**src/rtl/powlib_busarb.sv**
```systemverilog
// powlib_busarb: round-robin arbiter that shares one powlib bus write port
// among B_RQS requesters. Each grant lasts up to MAXHOLD beats. The granted
// requester's beats pass through one registered output stage.
//
// Ports:
//   clk, rst          clock and synchronous active-high reset
//   inaddrs/indatas   requester i's address/data at [B_AW*i+:B_AW] / [B_DW*i+:B_DW]
//   invlds/inrdys     per-requester valid/ready
//   outaddr/outdata   arbitrated beat (registered)
//   outvld/outrdy     output handshake
//   grant             one-hot current grant, zero while idle
//   gntcnts           per-requester accepted-beat counters (only when
//                     POWLIB_BUSARB_CNT_EN is defined)
//
// Build option: define POWLIB_BUSARB_CNT_EN to add the gntcnts counters.
`ifndef POWLIB_OPW
`define POWLIB_OPW 4
`endif

module powlib_busarb #(
  parameter int unsigned B_RQS   = 3,
  parameter int unsigned B_AW    = 32,
  parameter int unsigned B_DW    = 32+4+`POWLIB_OPW,
  parameter int unsigned MAXHOLD = 4
) (
  input  logic                    clk,
  input  logic                    rst,
  input  logic [B_AW*B_RQS-1:0]   inaddrs,
  input  logic [B_DW*B_RQS-1:0]   indatas,
  input  logic [B_RQS-1:0]        invlds,
  output logic [B_RQS-1:0]        inrdys,
  output logic [B_AW-1:0]         outaddr,
  output logic [B_DW-1:0]         outdata,
  output logic                    outvld,
  input  logic                    outrdy,
  output logic [B_RQS-1:0]        grant
`ifdef POWLIB_BUSARB_CNT_EN
  ,output logic [32*B_RQS-1:0]    gntcnts
`endif
);

  localparam int unsigned PW = (B_RQS > 1) ? $clog2(B_RQS) : 1;
  localparam int unsigned HW = $clog2(MAXHOLD) + 1;

  typedef enum logic {IDLE, GRANT} state_t;

  state_t          state;
  logic [PW-1:0]   ptr;
  logic [PW-1:0]   gidx;
  logic [PW-1:0]   sel;
  logic [PW-1:0]   nxt_ptr;
  logic [HW-1:0]   holdcnt;
  logic            found;
  int unsigned     idx;
  logic [B_AW-1:0] g_addr;
  logic [B_DW-1:0] g_data;
  logic            g_vld;
  logic            out_free;
  logic            accept;
  logic            release_g;

  // First requesting index at or after ptr, wrapping modulo B_RQS.
  always_comb begin
    sel   = '0;
    found = 1'b0;
    idx   = 0;
    for (int unsigned i = 0; i < B_RQS; i++) begin
      idx = (32'(ptr) + i) % B_RQS;
      if (!found && invlds[PW'(idx)]) begin
        found = 1'b1;
        sel   = PW'(idx);
      end
    end
  end

  // Mux out the granted requester's beat.
  always_comb begin
    g_addr = '0;
    g_data = '0;
    g_vld  = 1'b0;
    for (int unsigned i = 0; i < B_RQS; i++) begin
      if (gidx == PW'(i)) begin
        g_addr = inaddrs[i*B_AW +: B_AW];
        g_data = indatas[i*B_DW +: B_DW];
        g_vld  = invlds[i];
      end
    end
  end

  // The single output entry can take a new beat when empty or draining.
  assign out_free  = ~outvld | outrdy;
  assign accept    = (state == GRANT) & g_vld & out_free;
  // Release on the last permitted beat, or when the granted requester drops valid.
  assign release_g = (state == GRANT) &
                     (accept ? (holdcnt == HW'(MAXHOLD-1)) : ~g_vld);
  assign nxt_ptr   = (gidx == PW'(B_RQS-1)) ? '0 : gidx + PW'(1);

  // Ready goes only to the granted requester, and only when the output can load.
  always_comb begin
    inrdys = '0;
    if (state == GRANT && out_free) inrdys = grant;
  end

  // Arbitration FSM and output register.
  always_ff @(posedge clk) begin
    if (rst) begin
      state   <= IDLE;
      ptr     <= '0;
      gidx    <= '0;
      holdcnt <= '0;
      grant   <= '0;
      outvld  <= 1'b0;
      outaddr <= '0;
      outdata <= '0;
    end else begin
      if (out_free) begin
        outvld <= accept;
        if (accept) begin
          outaddr <= g_addr;
          outdata <= g_data;
        end
      end
      case (state)
        IDLE: begin
          if (found) begin
            state   <= GRANT;
            gidx    <= sel;
            grant   <= B_RQS'(1) << sel;
            holdcnt <= '0;
          end
        end
        GRANT: begin
          if (accept) holdcnt <= holdcnt + HW'(1);
          if (release_g) begin
            grant <= '0;
            ptr   <= nxt_ptr;
            state <= IDLE;
          end
        end
        default: state <= IDLE;
      endcase
    end
  end

`ifdef POWLIB_BUSARB_CNT_EN
  logic [31:0] cnts [B_RQS];

  // Accepted-beat counter per requester; wraps at 2^32.
  always_ff @(posedge clk) begin
    if (rst) begin
      for (int unsigned i = 0; i < B_RQS; i++) cnts[i] <= '0;
    end else if (accept) begin
      cnts[gidx] <= cnts[gidx] + 32'd1;
    end
  end

  for (genvar gi = 0; gi < B_RQS; gi++) begin : g_cnt
    assign gntcnts[32*gi +: 32] = cnts[gi];
  end
`endif

endmodule

```
**config.mk**
```make
export PLATFORM = sky130hd
export DESIGN_NAME = powlib_busarb
export DESIGN_NICKNAME = d
export VERILOG_FILES = /design/src/rtl/powlib_busarb.sv
export SDC_FILE = /design/constraint.sdc
export NUM_CORES = 1
export LEC_CHECK = 0
export BUFFER_PORTS_ARGS = -buffer_cell sky130_fd_sc_hd__clkbuf_2
export CELL_PAD_IN_SITES_DETAIL_PLACEMENT = 1
export CELL_PAD_IN_SITES_GLOBAL_PLACEMENT = 1
export CORE_UTILIZATION = 26
export CTS_CLUSTER_SIZE = 14
export DETAILED_ROUTE_END_ITERATION = 10
export HOLD_SLACK_MARGIN = 0.1
export PLACE_DENSITY_LB_ADDON = 0.1
export SYNTH_ARGS = -nofsm -noshare
export SYNTH_HDL_FRONTEND = slang
export SYNTH_SLANG_ARGS = --single-unit
```
**constraint.sdc**
```tcl
create_clock -name clk -period 1.8 [get_ports clk]
set_input_delay 0.09 -clock clk [delete_from_list [all_inputs] [get_ports clk]]
set_output_delay 0.09 -clock clk [all_outputs]
set_load 0.01 [all_outputs]
```
==> results of run 1 <==
## cells in the mapped netlist (all sizes together)
cell type,count,share of area [%]
nor2,150,12
dfxtp,84,36
mux2i,77,17
a211oi,73,12
nor3,73,7.9
clkbuf,28,2.3
buf,23,2.9
a21oi,8,0.95
nand2,8,0.65
ha,6,1.6
nand2b,5,0.68
inv,4,0.33
nand3,4,0.43
nor2b,4,0.54
a22o,3,0.57
and3,3,0.41
o21ai,3,0.33
o2bb2ai,3,0.70
a211o,2,0.38
and2,2,0.27
o22ai,2,0.27
a22oi,1,0.46
a31oi,1,0.14
a41o,1,0.22
and2b,1,0.16
nand3b,1,0.16
o211ai,1,0.16
o31ai,1,0.16
or2,1,0.14
## cells by family after synthesis
family | Yosys count
adder cells (fa/ha/maj) | 6
multiplexers | 77
buffers and inverters | 55
AO/OA/AOI/OAI | 99
AND/OR/NAND/NOR | 252
flip-flops | 84
## through the flow
step	TNS, ps	instance area (um^2)	utilization, %	power [mW]	instances
after floorplan	0	4621	-	3.997	573
after global placement	-37.71	6382	36.90	4.994	1064
after detailed placement	-410.6	6382	36.90	5.071	1064
after CTS	-12.32	7471	43.19	7.030	1155
after global routing	-275.1	7536	43.57	7.458	1157
final	-42.75	7536	43.57	6.962	1157
## path summary, 6_finish.rpt
kind               start    endpoint  slack [ps]  depth (start not counted)
max               ptr[1]     gidx[1]         -30                          7
min          indatas[89]  outdata[9]         170                          5
max reg2reg       ptr[1]     gidx[1]         -30                          7
min reg2reg   holdcnt[2]  holdcnt[2]         480                          2
## layer usage
layer,vias to the layer above,global-route usage [%]
li1,2750,-
met1,2661,20.75
met2,187,40.14
met3,33,3.741
met4,0,8.302
met5,-,0
## power breakdown
group          internal (mW)  switching (mW)
sequential              2.19           0.199
clock                   1.00           0.731
combinational           1.24            1.60
total                   4.44            2.53
## timing repair
item	in CTS	in global routing
pin swaps	8	9
buffers inserted	3	1
gates resized for setup	17	14
hold endpoints to repair	74	0
hold buffers	73	0
endpoints found under the setup margin	8	14
## layout by cell type (no fill, tap or decap), drive strengths merged, types with 2 or more instances in the layout
cell	instances
clkbuf	312
inv	4
clkinv	2
and3	3
o21ai	3
and2	2
o22ai	2
mux2i	77
nor3	73
nand2b	5
o2bb2ai	3
ha	6
dfxtp	84
nand2	8
buf	22
nor2b	4
a22o	3
nor2	150
a211oi	73
nand3	4
a21oi	8
dlygate4sd3	73
a211o	2
## critical path, cell delays in order, from the launching register on
cell and delay (ps):
dfxtp_4 400, buf_6 110, ha_4 160, mux2i_4 290, o22ai_4 140, a22oi_4 310
mux2i_1 240, nor2_1 60
## sequential cells by signal, summed over array words and instances, names as in the netlist
name     cells
outdata     40
grant        3
gidx         2
outvld       1
ptr          2
holdcnt      3
outaddr     32
state        1
## final cells by class
type                    count  area [um^2]  share of cell area, %
multi-input cells         434         2784                  36.94
flip-flops and latches     84         1694                  22.48
diodes                      1        2.502                0.03321
clock buffers              13        260.3                  3.453
repair buffers            394         2484                  32.96
clock inverters             2        10.01                 0.1328
well taps                 225        281.5                  3.736
inverters                   4        20.02                 0.2656
==> metrics.md, run 1 <==
| Metric | Value |
|---|---|
| Fin nets | `between 1k and 1.5k` |
| Total GRT Usage | `20.37%` |
| Sinks on Clock Net | `84` |
| XOR/XNOR share of the synthesized area | `0%` |
| Die area | `0.01830 mm^2` |
| Largest family of logic cells by synthesized area | `simple AND/OR/NAND/NOR gates` |
| Die Y | `about 140 um` |
| Drt first-iter violations | `93` |
| CTS H-Tree Depth | `3` |
| Max Freq | `546.3 MHz` |
| Crit path DAT | `~2000 ps` |
| Synth Area in Adders | `1.626%` |
| Crit start category | `flip-flop` |
| Core area | `roughly 0.017 mm^2` |
| Sequential-to-total area share from yosys stat | `36.41%` |
| Vias in the first global route | `~6k` |
| Worst VDD drop | `just over 0.0005 V` |
| Clock skew | `between 9 and 10 ps` |
| Pleak | `~3.3 nW` |
| Rows | `48` |
| Hold WC Path Type | `in2reg` |
| Place WS | `-145.3 ps` |
| Synth-to-Final Area Change | `63.18%` |
| Initial antenna violation count | `1` |
| Syn Inst Count | `~570` |
| TritonCTS clock tree | `built` |
| I/O Buffers | `300` |
| Gp weighted congestion | `between 0.7 and 0.8` |
| Met2 routed WL | `~10,000 um` |
| Final setup viols | `3` |
| Crit path kind | `reg2reg` |
| Final setup margin | `-30.44 ps` |
| Wire length on met1 | `a little over 7000 um` |
| DIE WIDTH | `around 140 um` |
| Vias after detailed routing | `5,631` |
| Final Hold Fails | `0` |
| DRT antenna net count | `0` |
| Final min period | `roughly 1800 ps` |
| Post-synth cell types | `32` |
| RSZ-0062 raised after global routing | `true` |
| Filler Cells Inserted | `around 2.2k` |
| WP data required | `about 2000 ps` |
| Skew-Pair Late Insertion Delay | `approximately 340 ps` |
| Routed wire length on met3 | `1066 um` |
| Post-route DRC | `0` |
| Worst-path fanout max | `8` |
| Deepest clock path buffer count | `2` |
| Synth Area in Simple Gates | `23.54%` |
| Router iterations before antenna repair | `4` |
| Rel. slew slack | `roughly 66%` |
| Share of cells above drive strength 1 | `38.56%` |
| Post-Syn Area per Cell | `8.060 um^2` |
| DP HPWL | `between 10,000 and 15,000 um` |
| GRT overflow | `0` |
| Min Hold Slack | `roughly 170 ps` |
| Largest net degree at the start of global routing | `74` |
| Post-synthesis compound-gate area fraction | `16.20%` |
| Yosys warns | `0` |
| Vias per cell | `between 4 and 5` |
| CTS buffer count | `9` |
| Clk slew on worst S/H paths | `60 ps` |
| Failing checks | `negative setup slack` |
| Mapped cell area | `between 0.004 and 0.005 mm^2` |
| Yosys reg bits | `84` |
| Top Layer Used | `met4` |
| Synth Net Count | `roughly 800` |
| Initial core utilization | `a little over a quarter` |
| Power density over the cells | `about 920 mW/mm^2` |
| Multiplexer share of the synthesized area | `16.69%` |
| # IOs | `roughly 300` |
| Max Cap Viol | `0` |
| Max Transition Viols Final | `0` |
| Per-cell routed wire length | `between 15 and 20 um` |
| Tcrit/Tclk final | `101.7%` |
| First-pass GRT wire length | `29,180 um` |
| Status | `finished, violations left` |
| Clock root cell | `clkbuf_16` |
| Worst Tran Pin Value | `roughly 500 ps` |
| WL final | `18,750 um` |
| Critical path endpoint category | `flip-flop` |
No activity file was read; power rests on OpenSTA's default activity.
==> inputs of run 2 (changes only) <==
- ABC_AREA: unset -> 1
==> run 2 against run 1 <==
  * The flow now finishes without violations
  * Die area is 2.6% higher
  * Fmax grew 7.4%
  * Total power increased by 34%
  * Clock power up 9%
  * Core utilization rose by 7.2 points
  * Hold slack got worse by 39 ps
  * Cell count increased by 16%
  * Clock skew rose by 4.1 ps
  * Synthesized cell count rose by 6.1%
  * Global-route usage grew 4.7 points
  * First-iteration DRC count grew 110%
  * Critical endpoint is now grant[2]
  * Largest power group unchanged
==> metrics.md, run 2 <==
| Metric | Value |
|---|---|
| Status | `finished, final reports clean` |
| Critical path endpoint category | `flip-flop` |
| Vias in the first global route | `between 7k and 8k` |
| Fin nets | `approximately 1.3k` |
| Worst Tran Pin Value | `402.4 ps` |
| GRT overflow | `0` |
| Crit path kind | `reg2reg` |
| Commonest non-fill, non-tap cell in the layout | `clkbuf_2` |
| Max Transition Viols Final | `0` |
| Rows | `49` |
| Clock skew | `between 10 and 15 ps` |
| Max FFs per register | `40` |
| Pleak | `3.992 nW` |
| Per-cell routed wire length | `18.00 um` |
| CTS buffer count | `9` |
| Die Y | `approximately 140 um` |
| Share of cells above drive strength 1 | `a little under two fifths` |
| Most frequent cells in the layout | `clkbuf_2 (300), nand2_1 (255), dlygate4sd3_1 (217), dfxtp_1 (82), o21ai_1 (63)` |
| Worst VDD drop | `between 0.0006 and 0.0007 V` |
| Clock power frac | `approximately a fifth` |
| Router iterations before antenna repair | `4` |
| TritonCTS clock tree | `built` |
| Core area | `0.01790 mm^2` |
| Initial antenna violation count | `2` |
| Most frequent cell after synthesis | `nand2_1` |
| Fin cells | `1,347` |
| Synth top cells by count | `nand2_1 (256), dfxtp_1 (84), o21ai_1 (63)` |
| Yosys reg bits | `84` |
| Tcrit/Tclk final | `roughly 95%` |
| Yosys warns | `0` |
| Skew-Pair Late Insertion Delay | `~350 ps` |
| Synth-to-Final Area Change | `91.85%` |
| Post-route DRC | `0` |
| Place WS | `around 57 ps` |
| Internal power | `approximately 5.4 mW` |
| Start point of the critical path | `ptr[0]` |
| Hold WC Path Type | `in2reg` |
| Top cell by count, worst path | `nand2_1` |
| Post-synth EDFFs | `0` |
| I/O Buffers | `300` |
| Main synth FF type | `dfxtp_1` |
| Delay of the slowest critical-path stage | `between 300 and 400 ps` |
| Clock root cell | `clkbuf_16` |
| Post-Place Cells | `~1.1k` |
| Post-Syn Area per Cell | `between 7 and 8 um^2` |
| Vias after detailed routing | `around 6.5k` |
| Total GRT Usage | `about a quarter` |
| Gp weighted congestion | `0.8024` |
| Comb pwr share | `about half` |
| Sinks on Clock Net | `84` |
| Largest net degree at the start of global routing | `74` |
| Post-Layout Inst Area | `approximately 0.0091 mm^2` |
| # IOs | `about 300` |
| Sequential-to-total area share from yosys stat | `35.46%` |
| Post-synth cell types | `24` |
| P_sw | `around 3.9 mW` |
| Final min period | `around 1700 ps` |
| Deepest clock path buffer count | `2` |
| Mapped cell area | `~0.0047 mm^2` |
| Worst hold start | `inaddrs[20]` |
| Synth Net Count | `around 840` |
| WL final | `24,240 um` |
| Max Cap Viol | `0` |
| Filler Cells Inserted | `between 2k and 2.5k` |
| Net Sw Frac | `around 42%` |
| DP HPWL | `around 14,000 um` |
| First-pass GRT wire length | `36,200 um` |
| Slowest CP cell | `dfxtp_2` |
| Worst-path fanout max | `4` |
| Reg2reg start | `ptr[0]` |
| Vias per cell | `~4.9` |
| Synth area leader | `dfxtp_1` |
| Cells along the critical path | `inv_2 -> buf_4 -> ha_2 -> inv_1 -> nand2_1 -> nand3_1 -> nand2_1 -> buf_4 -> nor2_2 -> nand2_1 -> nand2_1 -> nand2_1 -> a21oi_1` |
| Initial core utilization | `26.49%` |
| Post-synth top area share | `between 30 and 40%` |
| Syn Inst Count | `608` |
| CTS H-Tree Depth | `3` |
| DRT antenna net count | `0` |
| Die area | `0.01878 mm^2` |
| Final setup viols | `0` |
| Drt first-iter violations | `193` |
| Sequential power share | `between 20% and 30%` |
| Synth top area cells | `dfxtp_1 (35%), a41oi_2 (21%), nand2_1 (20%), o21ai_1 (6.6%), a41oi_1 (2.2%)` |
| Reg with most FFs | `outdata` |
| Clk slew on worst S/H paths | `about 70 ps` |
| Final Hold Fails | `0` |
| Power density over the cells | `about 1000 mW/mm^2` |
| Crit start category | `flip-flop` |
| Rel. slew slack | `73.17%` |
| Max Freq | `approximately 590 MHz` |
| Placed Area | `0.006553 mm^2` |
| Min Hold Slack | `between 100 and 150 ps` |
| Async SR Flop Fraction | `0%` |
| DIE WIDTH | `between 100 and 150 um` |
| Crit path DAT | `~2000 ps` |
| Setup TNS | `0 ps` |
| Final setup margin | `96.06 ps` |
| Biggest regs | `outdata: 40 flops, outaddr: 32 flops` |
| WP data required | `2080 ps` |
| Reg2reg setup slack | `100 ps` |
## run 2: cell types whose count changed after synthesis, moves of 7 or more
cell	previous run	this run
o21ai_0	3	16
nor2_1	150	13
mux2i_1	77	0
buf_6	0	7
nor3_1	73	1
a211oi_1	73	0
nand2_1	8	256
a41oi_1	0	12
nand3_1	4	11
o21ai_1	0	63
a41oi_2	0	60
buf_2	15	4
inv_1	4	20
## run 2: worst max-delay path: cells and delay by family (launching register included)
family	cells	cell delay [ps]
buf+inv	4	400
compound gates	1	150
fa+ha+maj	1	200
flops	1	330
simple gates	7	570
## run 2: power groups by stage
stage	Clock, mW	Sequential [mW]	Combinational [mW]
floorplan	0	2.88	2.36
finish	1.89	2.70	4.72
global placement	0	2.68	4.05
CTS	1.94	2.68	4.55
detailed placement	0	2.71	4.15
global route	2.02	2.76	5.13
## run 2: what timing repair did
action,in CTS,in global routing
buffers inserted,0,2
hold endpoints to repair,78,0
endpoints found under the setup margin,0,28
resized for setup,0,12
hold buffers,217,0
## run 2: per-layer routing
metal / track usage [%] / share of wire (%) / up-vias
li1: - / - / 3103
met1: 25.99 / 38 / 3116
met2: 46.66 / 52 / 250
met3: 6.037 / 6.3 / 66
met4: 12.76 / 3.6 / 0
met5: 0 / 0 / -
## run 2: worst paths after layout
| kind | depth (start not counted) | end |
|---|---|---|
| worst max-delay path | 13 | grant[2] |
| worst min-delay path | 3 | outaddr[20] |
| worst max register to register | 13 | grant[2] |
| worst min register to register | 2 | grant[2] |
## run 2: logic make-up (layout without fill, tap and decap cells)
logic type      Yosys count  after routing  synth area share (%)
simple gates            284            284                 22.96
flops                    84             84                 35.46
buf+inv                  71            579                 7.414
other cells               0              2                     0
fa+ha+maj                 6              6                 1.583
compound gates          163            163                 32.59
## run 2: per-stage QoR
step           util [%]  total power, mW
2_1_floorplan         -            5.233
3_3_place_gp      36.60            6.730
3_5_place_dp      36.60            6.858
4_1_cts           50.32            9.172
5_1_grt           50.82            9.918
6_report          50.82            9.314
## run 2: area by class of cell
cell class                 count  area (um^2)  share of cell area (%)
antenna                        2        5.005                 0.05501
multi-input combinational    453         2763                   30.37
timing repair buffer         539         3981                   43.76
clock inverter                 4        51.30                  0.5639
inverter                      25        93.84                   1.031
tap                          229        286.5                   3.149
sequential                    84         1684                   18.51
clock buffer                  11        232.7                   2.558
